[src/rtl/com_stroke_drawer.sv]
// Turns the centre-of-mass point stream into connected canvas strokes: each new
// point is joined to the previous one with a Bresenham line, one pixel per cycle.
module com_stroke_drawer #(
    parameter int H_ACTIVE = 1024,
    parameter int V_ACTIVE = 768,
    parameter int MAX_JUMP = 64
) (
    input  logic        clk_in,
    input  logic        rst_in,
    input  logic [10:0] x_com_in,
    input  logic [9:0]  y_com_in,
    input  logic        valid_com_in,
    input  logic        pen_down_in,
    output logic [10:0] pixel_x_out,
    output logic [9:0]  pixel_y_out,
    output logic        pixel_valid_out,
    input  logic        pixel_ready_in,
    output logic        busy_out,
    output logic        drop_out
);

    typedef enum logic [1:0] {S_IDLE, S_SETUP, S_DRAW} state_t;

    state_t             state_q, state_d;
    logic [10:0]        last_x_q, last_x_d;
    logic [9:0]         last_y_q, last_y_d;
    logic               have_last_q, have_last_d;
    logic               pend_full_q, pend_full_d;
    logic [10:0]        pend_x_q, pend_x_d;
    logic [9:0]         pend_y_q, pend_y_d;
    logic               pend_pen_q, pend_pen_d;
    logic [10:0]        cur_x_q, cur_x_d, end_x_q, end_x_d;
    logic [9:0]         cur_y_q, cur_y_d, end_y_q, end_y_d;
    logic signed [12:0] dx_q, dx_d, dy_q, dy_d, err_q, err_d;
    logic               sx_q, sx_d, sy_q, sy_d;
    logic               start_q, start_d;
    logic               drop_q, drop_d;

    // Point source in IDLE: the pending slot has priority over the live strobe.
    logic               take_pend, pt_vld, pt_pen, pt_oor;
    logic [10:0]        pt_x;
    logic [9:0]         pt_y;

    assign take_pend = (state_q == S_IDLE) && pend_full_q;
    assign pt_x      = take_pend ? pend_x_q : x_com_in;
    assign pt_y      = take_pend ? pend_y_q : y_com_in;
    assign pt_pen    = take_pend ? pend_pen_q : pen_down_in;
    assign pt_vld    = (state_q == S_IDLE) && (pend_full_q || valid_com_in);
    assign pt_oor    = ({21'd0, pt_x} >= 32'(H_ACTIVE)) || ({22'd0, pt_y} >= 32'(V_ACTIVE));

    // Segment geometry from cur to end, used in SETUP.
    logic [10:0]        xd_abs;
    logic [9:0]         yd_abs;
    logic signed [12:0] dx_c, dy_c, err_c;
    logic               sx_c, sy_c, glitch, at_end;

    assign sx_c   = (end_x_q >= cur_x_q);
    assign sy_c   = (end_y_q >= cur_y_q);
    assign xd_abs = sx_c ? (end_x_q - cur_x_q) : (cur_x_q - end_x_q);
    assign yd_abs = sy_c ? (end_y_q - cur_y_q) : (cur_y_q - end_y_q);
    assign dx_c   = $signed({2'b00, xd_abs});
    assign dy_c   = -$signed({3'b000, yd_abs});
    assign err_c  = dx_c + dy_c;
    assign glitch = ({21'd0, xd_abs} > 32'(MAX_JUMP)) || ({22'd0, yd_abs} > 32'(MAX_JUMP));
    assign at_end = (cur_x_q == end_x_q) && (cur_y_q == end_y_q);

    // One Bresenham step; SETUP feeds it the freshly computed terms.
    logic signed [12:0] st_dx, st_dy, st_err, nerr;
    logic               st_sx, st_sy, step_x, step_y;
    logic signed [13:0] e2, dx_w, dy_w;
    logic [10:0]        nx;
    logic [9:0]         ny;

    assign st_dx  = (state_q == S_SETUP) ? dx_c  : dx_q;
    assign st_dy  = (state_q == S_SETUP) ? dy_c  : dy_q;
    assign st_err = (state_q == S_SETUP) ? err_c : err_q;
    assign st_sx  = (state_q == S_SETUP) ? sx_c  : sx_q;
    assign st_sy  = (state_q == S_SETUP) ? sy_c  : sy_q;
    assign e2     = {st_err, 1'b0};
    assign dx_w   = {st_dx[12], st_dx};
    assign dy_w   = {st_dy[12], st_dy};
    assign step_x = (e2 >= dy_w);
    assign step_y = (e2 <= dx_w);
    assign nerr   = st_err + (step_x ? st_dy : 13'sd0) + (step_y ? st_dx : 13'sd0);
    assign nx     = step_x ? (st_sx ? cur_x_q + 11'd1 : cur_x_q - 11'd1) : cur_x_q;
    assign ny     = step_y ? (st_sy ? cur_y_q + 10'd1 : cur_y_q - 10'd1) : cur_y_q;

    logic handshake;
    assign pixel_valid_out = (state_q == S_DRAW);
    assign handshake       = pixel_valid_out && pixel_ready_in;
    assign pixel_x_out     = cur_x_q;
    assign pixel_y_out     = cur_y_q;
    assign busy_out        = (state_q != S_IDLE) || pend_full_q;
    assign drop_out        = drop_q;

    always_comb begin
        state_d     = state_q;
        last_x_d    = last_x_q;
        last_y_d    = last_y_q;
        have_last_d = have_last_q;
        pend_full_d = pend_full_q;
        pend_x_d    = pend_x_q;
        pend_y_d    = pend_y_q;
        pend_pen_d  = pend_pen_q;
        cur_x_d     = cur_x_q;
        cur_y_d     = cur_y_q;
        end_x_d     = end_x_q;
        end_y_d     = end_y_q;
        dx_d        = dx_q;
        dy_d        = dy_q;
        err_d       = err_q;
        sx_d        = sx_q;
        sy_d        = sy_q;
        start_d     = start_q;
        drop_d      = 1'b0;

        // A strobe that cannot be consumed directly lands in the slot, evicting any older point.
        if (valid_com_in && ((state_q != S_IDLE) || pend_full_q)) begin
            pend_x_d    = x_com_in;
            pend_y_d    = y_com_in;
            pend_pen_d  = pen_down_in;
            pend_full_d = 1'b1;
            if ((state_q != S_IDLE) && pend_full_q) drop_d = 1'b1;
        end else if (take_pend) begin
            pend_full_d = 1'b0;
        end

        case (state_q)
            S_IDLE: begin
                if (pt_vld) begin
                    if (pt_oor) begin
                        drop_d = 1'b1;
                    end else begin
                        last_x_d = pt_x;
                        last_y_d = pt_y;
                        if (!pt_pen) begin
                            have_last_d = 1'b0;
                        end else begin
                            have_last_d = 1'b1;
                            start_d     = !have_last_q;
                            cur_x_d     = have_last_q ? last_x_q : pt_x;
                            cur_y_d     = have_last_q ? last_y_q : pt_y;
                            end_x_d     = pt_x;
                            end_y_d     = pt_y;
                            state_d     = S_SETUP;
                        end
                    end
                end
            end
            S_SETUP: begin
                dx_d  = dx_c;
                dy_d  = dy_c;
                sx_d  = sx_c;
                sy_d  = sy_c;
                err_d = err_c;
                if (glitch) begin
                    cur_x_d = end_x_q;
                    cur_y_d = end_y_q;
                    state_d = S_DRAW;
                end else if (start_q) begin
                    state_d = S_DRAW;
                end else if (at_end) begin
                    state_d = S_IDLE;
                end else begin
                    cur_x_d = nx;
                    cur_y_d = ny;
                    err_d   = nerr;
                    state_d = S_DRAW;
                end
            end
            S_DRAW: begin
                if (handshake) begin
                    if (at_end) begin
                        state_d = S_IDLE;
                    end else begin
                        cur_x_d = nx;
                        cur_y_d = ny;
                        err_d   = nerr;
                    end
                end
            end
            default: state_d = S_IDLE;
        endcase
    end

    always_ff @(posedge clk_in) begin
        if (rst_in) begin
            state_q     <= S_IDLE;
            last_x_q    <= '0;
            last_y_q    <= '0;
            have_last_q <= 1'b0;
            pend_full_q <= 1'b0;
            pend_x_q    <= '0;
            pend_y_q    <= '0;
            pend_pen_q  <= 1'b0;
            cur_x_q     <= '0;
            cur_y_q     <= '0;
            end_x_q     <= '0;
            end_y_q     <= '0;
            dx_q        <= '0;
            dy_q        <= '0;
            err_q       <= '0;
            sx_q        <= 1'b0;
            sy_q        <= 1'b0;
            start_q     <= 1'b0;
            drop_q      <= 1'b0;
        end else begin
            state_q     <= state_d;
            last_x_q    <= last_x_d;
            last_y_q    <= last_y_d;
            have_last_q <= have_last_d;
            pend_full_q <= pend_full_d;
            pend_x_q    <= pend_x_d;
            pend_y_q    <= pend_y_d;
            pend_pen_q  <= pend_pen_d;
            cur_x_q     <= cur_x_d;
            cur_y_q     <= cur_y_d;
            end_x_q     <= end_x_d;
            end_y_q     <= end_y_d;
            dx_q        <= dx_d;
            dy_q        <= dy_d;
            err_q       <= err_d;
            sx_q        <= sx_d;
            sy_q        <= sy_d;
            start_q     <= start_d;
            drop_q      <= drop_d;
        end
    end

endmodule
[config.mk]
export PLATFORM = sky130hd
export DESIGN_NAME = com_stroke_drawer
export DESIGN_NICKNAME = d
export VERILOG_FILES = /design/src/rtl/com_stroke_drawer.sv
export SDC_FILE = /design/constraint.sdc
export NUM_CORES = 1
export LEC_CHECK = 0
export ABC_CLOCK_PERIOD_IN_PS = 8200
export CORE_AREA = 2 2 145 147
export CTS_CLUSTER_SIZE = 24
export DETAILED_ROUTE_END_ITERATION = 10
export DIE_AREA = 0 0 147 149
export PLACE_DENSITY = 0.85
export SYNTH_ARGS = -nofsm -noshare
export SYNTH_HDL_FRONTEND = slang
export SYNTH_SLANG_ARGS = --single-unit
export TNS_END_PERCENT = 50
[constraint.sdc]
create_clock -name clk_in -period 8.2 [get_ports clk_in]
set_input_delay 1.64 -clock clk_in [delete_from_list [all_inputs] [get_ports clk_in]]
set_output_delay 1.64 -clock clk_in [all_outputs]
set_load 0.03 [all_outputs]
Word level (Yosys, flattened, before mapping). Cells that the tools add are included.

Muxes and demuxes: 57. Equality and inequality tests: 11. $add $sub $neg: 12. Bitwise operators: 1. Reductions and logical operators: 21. Order comparisons: 8.

Operators by type and width (count): 11-bit 2-to-1 mux (12); 13-bit 2-to-1 mux (10); 10-bit 2-to-1 mux (12); 11-bit case mux with 3 select lines (1); 10-bit case mux with 3 select lines (1); 13-bit adder (2); 13-bit case mux with 2 select lines (1); 11-bit subtractor (2); 10-bit subtractor (2); 2-bit 2-to-1 mux (8); 14-bit by 13-bit >= comparator with 1-bit output (1); 14-bit by 13-bit <= comparator with 1-bit output (1); 12-bit by 13-bit adder with 13-bit output (1); 10-bit negation with 13-bit output (1); 11-bit by 1-bit adder with 11-bit output, second input constant (1); 11-bit equality test (1); 11-bit >= comparator (1); 11-bit >= comparator, second input constant (1); 11-bit by 7-bit > comparator with 1-bit output, second input constant (1); 1-bit 2-to-1 mux (11); 11-bit by 1-bit subtractor with 11-bit output, second input constant (1); 10-bit by 1-bit adder with 10-bit output, second input constant (1); 10-bit equality test (1); 10-bit >= comparator (1); other kinds (20) (35).

Logic and storage cells: 129. Output and inout port bits: 24. Register bits after elaboration: 132. Input port bits: 26.

Depth between registers and ports, before layout. Gate-level depths: netlist of run 1.

Depth after elaboration: 13. Gate-level depth with buffers: 48. Depth with buffers taken out: 45.

Worst setup path after synthesis of run 1. No wires, ideal clock.

Path kind: register to register. Start point: register cur_y_q[0], in the netlist pixel_y_out[0]. End point: register err_q[12]. Path buffers: 3. Cell stages (with the launch flop): 44. Setup slack: -653 ps. Setup time: 64 ps. Clock period less this slack: 8853 ps. Data required time: 8136 ps. Data arrival time: 8789 ps. Path through: dfxtp_1 -> ha_1 -> inv_1 -> fa_1 -> nand3_1 -> a211oi_1 -> or2_2 -> clkbuf_2 -> o21ai_0 -> and3_1 -> and2_1 -> buf_2 -> nand4_1 -> or2_2 -> nor2b_1 -> xor2_1 -> ha_1 -> a21o_1 -> (+8 left out) -> nand2_1 -> clkbuf_1 -> nor2_1 -> fa_1 -> ha_1 -> a21o_1 -> a21oi_1 -> o21bai_1 -> a21oi_1 -> nor2b_1 -> nor2_1 -> o21ai_0 -> o41ai_1 -> xnor2_1 -> xnor2_1 -> o221ai_1 -> a211o_1 -> nor2_1.

Word-level cells in the longest chain between the ends: 13. Elaborated cells between the ends (all ways): 26. Classes of those cells: add/sub: 6; order compare: 4; eq/ne: 2; mux: 11; reduce/logical: 3.

RTL lines: from (decl) (RTL line 33) `logic [9:0] cur_y_q, cur_y_d, end_y_q, end_y_d;`; from (signal assigned) (RTL line 217) `cur_y_q <= cur_y_d;`; 10-bit subtractor / 10-bit >= comparator (equally long branches) (RTL line 60, 58); 10-bit 2-to-1 mux (RTL line 60) `assign yd_abs = sy_c ? (end_y_q - cur_y_q) : (cur_y_q - end_y_q);`; 10-bit negation with 13-bit output (RTL line 62) `assign dy_c = -$signed({3'b000, yd_abs});`; 12-bit by 13-bit adder with 13-bit output (RTL line 63) `assign err_c = dx_c + dy_c;`; 13-bit 2-to-1 mux (RTL line 76) `assign st_err = (state_q == S_SETUP) ? err_c : err_q;`; 14-bit by 13-bit >= comparator with 1-bit output (RTL line 82) `assign step_x = (e2 >= dy_w);`; 13-bit 2-to-1 mux (RTL line 84) `assign nerr = st_err + (step_x ? st_dy : 13'sd0) + (step_y ? st_dx : 13'sd0);`; 13-bit adder (2 in a row) (RTL line 84); 13-bit 2-to-1 mux (RTL line 162) `end else if (at_end) begin`; 13-bit 2-to-1 mux (RTL line 160) `end else if (start_q) begin`; 13-bit 2-to-1 mux (RTL line 156) `if (glitch) begin`; 13-bit case mux with 2 select lines (RTL line 128) `case (state_q)`; to (signal assigned) (RTL line 222) `err_q <= err_d;`; to (decl) (RTL line 34) `logic signed [12:0] dx_q, dx_d, dy_q, dy_d, err_q, err_d;`.

Parallel ways exist; a longest one is shown, timed or not. The select of a mux whose other input is x is not followed. A chain may end at the register's enable or synchronous reset.

Worst setup path after layout of run 1.
Start point: register cur_y_q[7], in the netlist pixel_y_out[7]. End point: register err_q[12].

Same word-level chain as after synthesis.

==> flow_summary_export.csv, run 1 <==
group,metric,value,unit
logic_synthesis,ys.flop_type,"dfxtp_1",
worst_setup_path,crit_path_end_kind,"register",
logic_synthesis,syn_area,10960,um2
drt,vias,11594,
clocking,clk_pin_slew_worst_paths,70,ps
floorplan,die-area,21900,um2
placed_design,dp_cells,1815,
floorplan,row_count,53,
clocking,clk_latency,440,ps
status,failed_checks,"setup timing",
clocking,clock-root-buffer,"clkbuf_16",
global_route,grt_overflow,0,
placed_design,gp_congestion,0.9506,
sta,finalMaxSlewViolations,0,
logic_synthesis,synth_top_area_share,24.10,%
worst_setup_path,slowest_stage,"fa_2",
global_route,grt_max_degree,72,
worst_setup_path,crit_required,8550,ps
sta,rsz0062_at_grt,"true",
finish,nets,1780,
drt,drc,0,
worst_setup_path,cp_data_arrival_time,9070,ps
placed_design,dp.final_hpwl,22.37,mm
global_route,grt_pass1_wl,54.37,mm
global_route,use_met1,36.09,%
sta,setup_slack,-520.6,ps
floorplan,die_w,147,um
drt,drt_wl_total,35.69,mm
finish,multi_input_area,8349,um2
worst_setup_path,path_buf_inv,8,
global_route,antenna_found_initial,0,
worst_setup_path,startpoint_type,"register",
global_route,met2_usage,54.27,%
sta,setup_tns,-678.4,ps
finish,area_delta_synth_final,33.62,%
logic_synthesis,yosysWarningCount,0,
worst_setup_path,worstReg2RegStart,"pixel_y_out[7]",
worst_setup_path,cp_max_fo,6,
drt,ant_nets,0,
floorplan,coreArea,20560,um2
global_route,grt_use_total,30.33,%
worst_setup_path,worstRegToRegCells,44,
logic_synthesis,ys_types,73,
status,status,"complete, but fails checks",
sta,clock_skew,16.57,ps
worst_setup_path,crit_start,"pixel_y_out[7]",
global_route,met3_usage,5.076,%
drt,post_drt_wl_per_cell,18.65,um
drt,viasPerCell,6.057,
sta,relSlewSlack,20.99,%
finish,drive_above_1_share,26.78,%
clocking,cts_tree,"yes",
worst_setup_path,max_stage_delay,470,ps
worst_setup_path,endpoint,"err_q[12]",
worst_setup_path,reg2reg_setup_slack,-520,ps
logic_synthesis,synthCells,1412,
sta,tightestPinTransition,1185,ps
logic_synthesis,yosys_register_bits,132,
clocking,cts_sinks,132,
logic_synthesis,async_flop_share,0,%
worst_setup_path,cp.depth,44,
global_route,busiest_layer,"met2",
finish,finalNonFillerCells,1914,
floorplan,ios,50,
logic_synthesis,synth_seq_area_share,24.10,%
sta,fmax,114.7,MHz
finish,num_antenna_cells,0,
logic_synthesis,post-synth-top-area-cell,"dfxtp_1",
logic_synthesis,synth_edf_count,0,
clocking,ctsLongestPathBuffers,2,
sta,min_period,8721,ps
clocking,cts_buffers,17,
worst_setup_path,reg2reg_to,"err_q[12]",
logic_synthesis,synthTopCellsByArea,"dfxtp_1 24%, ha_1 12%, a21oi_1 7.0%, nor2_1 6.1%, mux2i_1 5.9%",
clocking,htreeDepth,4,
worst_setup_path,cp_top_family,"compound AO/OA/AOI/OAI gates",
logic_synthesis,synth.avg_cell_area,7.764,um2
placed_design,io_buffers,49,
worst_setup_path,critPathKind,"reg2reg",
drt,first_pass_iters,8,
drt,drt-initial-drc-count,1269,
floorplan,die_y,149,um
sta,setup_viol,2,
sta,period_share,106.3,%
floorplan,initial_core_util,53.33,%
logic_synthesis,synth_nets,1565,
global_route,first_global_vias,11236,
hold_path,hp-class,"reg2reg",
finish,ff_latch_area,2679,um2
worst_setup_path,timing.critical_path.mode_cell,"buf_4",
flow_run,max-cap-violations,0,
finish,fillCellCount,1363,
sta,hold_violations,0,
==> registers in the layout, summed over array words and instances (netlist names), 2 cells and up <==
name         cells
pixel_x_out     11
pixel_y_out     10
last_y_q        10
err_q           13
pend_y_q        10
dx_q            13
last_x_q        11
pend_x_q        11
end_y_q         10
dy_q            13
state_q          2
end_x_q         11
==> tightest hold or removal path, stage by stage (launching register included) <==
cell and delay [ps]:
dfxtp_1 310, nand2_1 50, a21oi_1 50
==> cell families (layout without fill, tap and decap cells) <==
| logic type | Yosys count | after routing | synth area share [%] |
|---|---|---|---|
| flops | 132 | 132 | 24.10 |
| simple gates | 404 | 404 | 16.98 |
| mux | 77 | 77 | 7.167 |
| xor+xnor | 65 | 65 | 5.569 |
| buf+inv | 216 | 443 | 7.761 |
| fa+ha+maj | 128 | 128 | 15.96 |
| compound gates | 390 | 390 | 22.46 |
==> through the flow <==
| step | instance area (um2) | utilization (%) | setup WS (ps) | hold slack [ps] |
|---|---|---|---|---|
| after global routing | 14650 | 71.26 | -812.3 | 473.7 |
| final | 14650 | 71.26 | -520.6 | 453.9 |
| after detailed placement | 12770 | 62.13 | -352.0 | 446.0 |
| after floorplan | 11110 | - | 4.448 | 435.7 |
| after global placement | 12770 | 62.13 | -66.27 | 440.8 |
| after CTS | 14090 | 68.55 | 0.9228 | 454.7 |
==> layer usage <==
metal / wire (um) / up-vias
li1: - / 5318
met1: 13900 / 5495
met2: 17560 / 623
met3: 2647 / 158
met4: 1579 / 0
met5: 0 / -
==> final cells by class <==
class / instances / area share, %
multi-input combinational: 1064 / 57.00
sequential: 132 / 18.29
timing repair buffer: 268 / 14.66
inverter: 144 / 3.707
clock buffer: 18 / 3.075
tap: 275 / 2.349
clock inverter: 13 / 0.9310
==> worst min-delay path by stage <==
| stage | from | end | slack [ps] | depth (start not counted) |
|---|---|---|---|---|
| after floorplan | pend_x_q[0] | pend_x_q[0] | 440 | 2 |
| after global placement | pend_y_q[0] | pend_y_q[0] | 440 | 2 |
| after detailed placement | pend_x_q[0] | pend_x_q[0] | 450 | 2 |
| after CTS | pend_x_q[0] | pend_x_q[0] | 450 | 2 |
| after global routing | pend_y_q[6] | pend_y_q[6] | 470 | 2 |
| final | pend_x_q[6] | pend_x_q[6] | 450 | 2 |
==> Yosys cell counts, drive strengths merged (19+ instances only) <==
| library cell | number |
|---|---|
| buf | 22 |
| o21ai | 59 |
| a211oi | 68 |
| fa | 20 |
| or2 | 22 |
| nand2 | 88 |
| nor2 | 178 |
| mux2i | 65 |
| xor2 | 21 |
| nand3 | 30 |
| ha | 107 |
| clkbuf | 49 |
| a21oi | 154 |
| o2bb2ai | 19 |
| dfxtp | 132 |
| inv | 144 |
| xnor2 | 41 |
==> what timing repair did <==
action                                  CTS  global route
pin swaps                                36            66
gates resized for setup                  60            89
buffers inserted                         52            20
endpoints found under the setup margin    3             7
hold buffers                              0             0
==> cells in the final DEF, fill, tap and decap left out, types with 7 or more instances in the layout <==
cell and n:
a211oi_1 65, a21o_1 18, a21oi_1 138, a21oi_2 14, a31oi_1 8, and2_1 8
and3_1 10, buf_4 216, clkbuf_16 18, clkdlybuf4s50_1 48, dfxtp_1 111, dfxtp_2 17
fa_1 16, ha_1 85, ha_4 18, inv_1 132, inv_2 11, mux2_2 8
mux2i_1 61, nand2_1 86, nand2b_1 15, nand3_1 27, nand4_1 7, nor2_1 169
nor3_1 7, o21ai_0 48, o21bai_1 13, o2bb2ai_1 19, or2_2 17, xnor2_1 33
xnor2_2 8, xor2_1 16
Power of run 1 is left out: the tool's default activity adds up to more than one toggle a clock period on the data nets, which glitch-free logic cannot reach.
==> run 2: changes to the inputs <==
--- a/config.mk
+++ b/config.mk
@@ -10,6 +10,7 @@
 export CTS_CLUSTER_SIZE = 24
 export DETAILED_ROUTE_END_ITERATION = 10
 export DIE_AREA = 0 0 147 149
+export MAX_ROUTING_LAYER = met4
 export PLACE_DENSITY = 0.85
 export SYNTH_ARGS = -nofsm -noshare
 export SYNTH_HDL_FRONTEND = slang
==> flow_summary_export.csv, run 2 (synthesized netlist as in run 1, its figures left out) <==
group,metric,value,unit
worst_setup_path,cp_top_family,"compound AO/OA/AOI/OAI gates",
worst_setup_path,worstRegToRegCells,42,
status,failed_checks,"setup timing",
worst_setup_path,max_stage_delay,500,ps
worst_setup_path,startpoint_type,"register",
sta,rsz0062_at_grt,"true",
worst_setup_path,crit_required,8570,ps
placed_design,dpl_cell_area,12820,um2
sta,tightestPinTransition,1218,ps
clocking,clk_latency,450,ps
hold_path,whs_path_depth,2,
clocking,clock-root-buffer,"clkbuf_16",
worst_setup_path,path_buf_inv,4,
sta,period_share,108.1,%
finish,final_util,70.69,%
drt,ant_nets,0,
drt,drc,0,
floorplan,ios,50,
global_route,antenna_found_initial,0,
sta,finalMaxSlewViolations,0,
worst_setup_path,crit_start,"end_y_q[0]",
sta,clock_skew,15.60,ps
flow_run,max-cap-violations,0,
finish,area_delta_synth_final,32.56,%
global_route,grt_max_degree,67,
hold_path,hp-class,"reg2reg",
floorplan,row_count,53,
finish,largestRegisters,"dx_q x13, dy_q x13, err_q x13",
clocking,cts_buffers,17,
worst_setup_path,cp_data_arrival_time,9240,ps
finish,drive_above_1_share,26.32,%
global_route,first_global_vias,11256,
placed_design,io_buffers,49,
finish,nets,1789,
drt,first_pass_iters,6,
floorplan,die-area,21900,um2
clocking,htreeDepth,4,
clocking,cts_sinks,132,
clocking,cts_tree,"yes",
sta,setup_slack,-661.1,ps
sta,setup_tns,-1686,ps
sta,hold_violations,0,
worst_setup_path,crit_path_end_kind,"register",
hold_path,worstHoldStart,"pend_pen_q",
clocking,clk_pin_slew_worst_paths,70,ps
finish,fin_area,14530,um2
sta,min_period,8861,ps
worst_setup_path,slowest_stage,"fa_1",
global_route,grt_pass1_wl,55.03,mm
global_route,grt_overflow,0,
drt,vias,11566,
worst_setup_path,worstReg2RegStart,"end_y_q[0]",
worst_setup_path,cp.depth,42,
sta,relSlewSlack,18.52,%
sta,holdWs,456.9,ps
finish,final_common_cell,"buf_4",
sta,setup_viol,4,
worst_setup_path,reg2reg_setup_slack,-660,ps
floorplan,die_y,149,um
drt,viasPerCell,6.011,
sta,fmax,112.9,MHz
placed_design,gp_congestion,0.9075,
placed_design,dp.final_hpwl,22.62,mm
drt,post_drt_wl_per_cell,18.68,um
worst_setup_path,critPathKind,"reg2reg",
clocking,postCtsHoldBufs,0,
finish,mostFrequentLayoutCells,"226 x buf_4, 170 x nor2_1, 138 x a21oi_1, 137 x inv_1, 110 x dfxtp_1",
clocking,ctsLongestPathBuffers,2,
floorplan,die_w,147,um
worst_setup_path,cp_max_fo,5,
global_route,grt_use_total,31.89,%
finish,num_antenna_cells,0,
drt,drt_wl_total,35.95,mm
status,status,"complete, but fails checks",
floorplan,initial_core_util,53.33,%
floorplan,coreArea,20560,um2
drt,drt-initial-drc-count,1143,
-- run 2: path summary, 6_finish.rpt --
check / endpoint
worst max register to register: err_q[12]
worst min-delay path: pend_pen_q
worst max-delay path: err_q[12]
worst min register to register: pend_pen_q
-- run 2: layout make-up --
cell class	count	area [um2]
inverter	144	540.5
tap	275	344.1
fill	1430	6025
multi-input combinational	1064	8177
sequential	132	2680
timing repair buffer	277	2211
clock inverter	15	155.1
clock buffer	17	425.4
-- run 2: worst min-delay path: cells and delay by family (launching register included) --
family           cells  cell delay, ps
AND/OR/NAND/NOR      1              50
AO/OA/AOI/OAI        1              50
flip-flops           1             310
-- run 2: layer usage --
layer / part of all wire (%) / routed length [um] / track usage, % / vias up
met5: 0 / 0 / - / -
met4: 5.3 / 1889 / 13.32 / 0
met3: 7.9 / 2823 / 5.382 / 183
met2: 48 / 17160 / 53.92 / 635
met1: 39 / 14070 / 37.90 / 5386
li1: - / - / - / 5362
-- run 2: per-stage QoR --
step | instances | setup WS [ps]
2_1_floorplan | 1412 | 4.448
3_3_place_gp | 1822 | -73.17
3_5_place_dp | 1822 | -296.7
4_1_cts | 1917 | 1.205
5_1_grt | 1924 | -997.9
6_report | 1924 | -661.1
-- run 2: timing repair --
| action | in CTS | in global routing |
|---|---|---|
| setup buffers | 64 | 11 |
| resized for setup | 52 | 70 |
| setup endpoints to repair | 2 | 6 |
| hold endpoints to repair | 0 | 0 |
| pin swaps | 37 | 46 |
Power of run 2 is left out for the same reason.
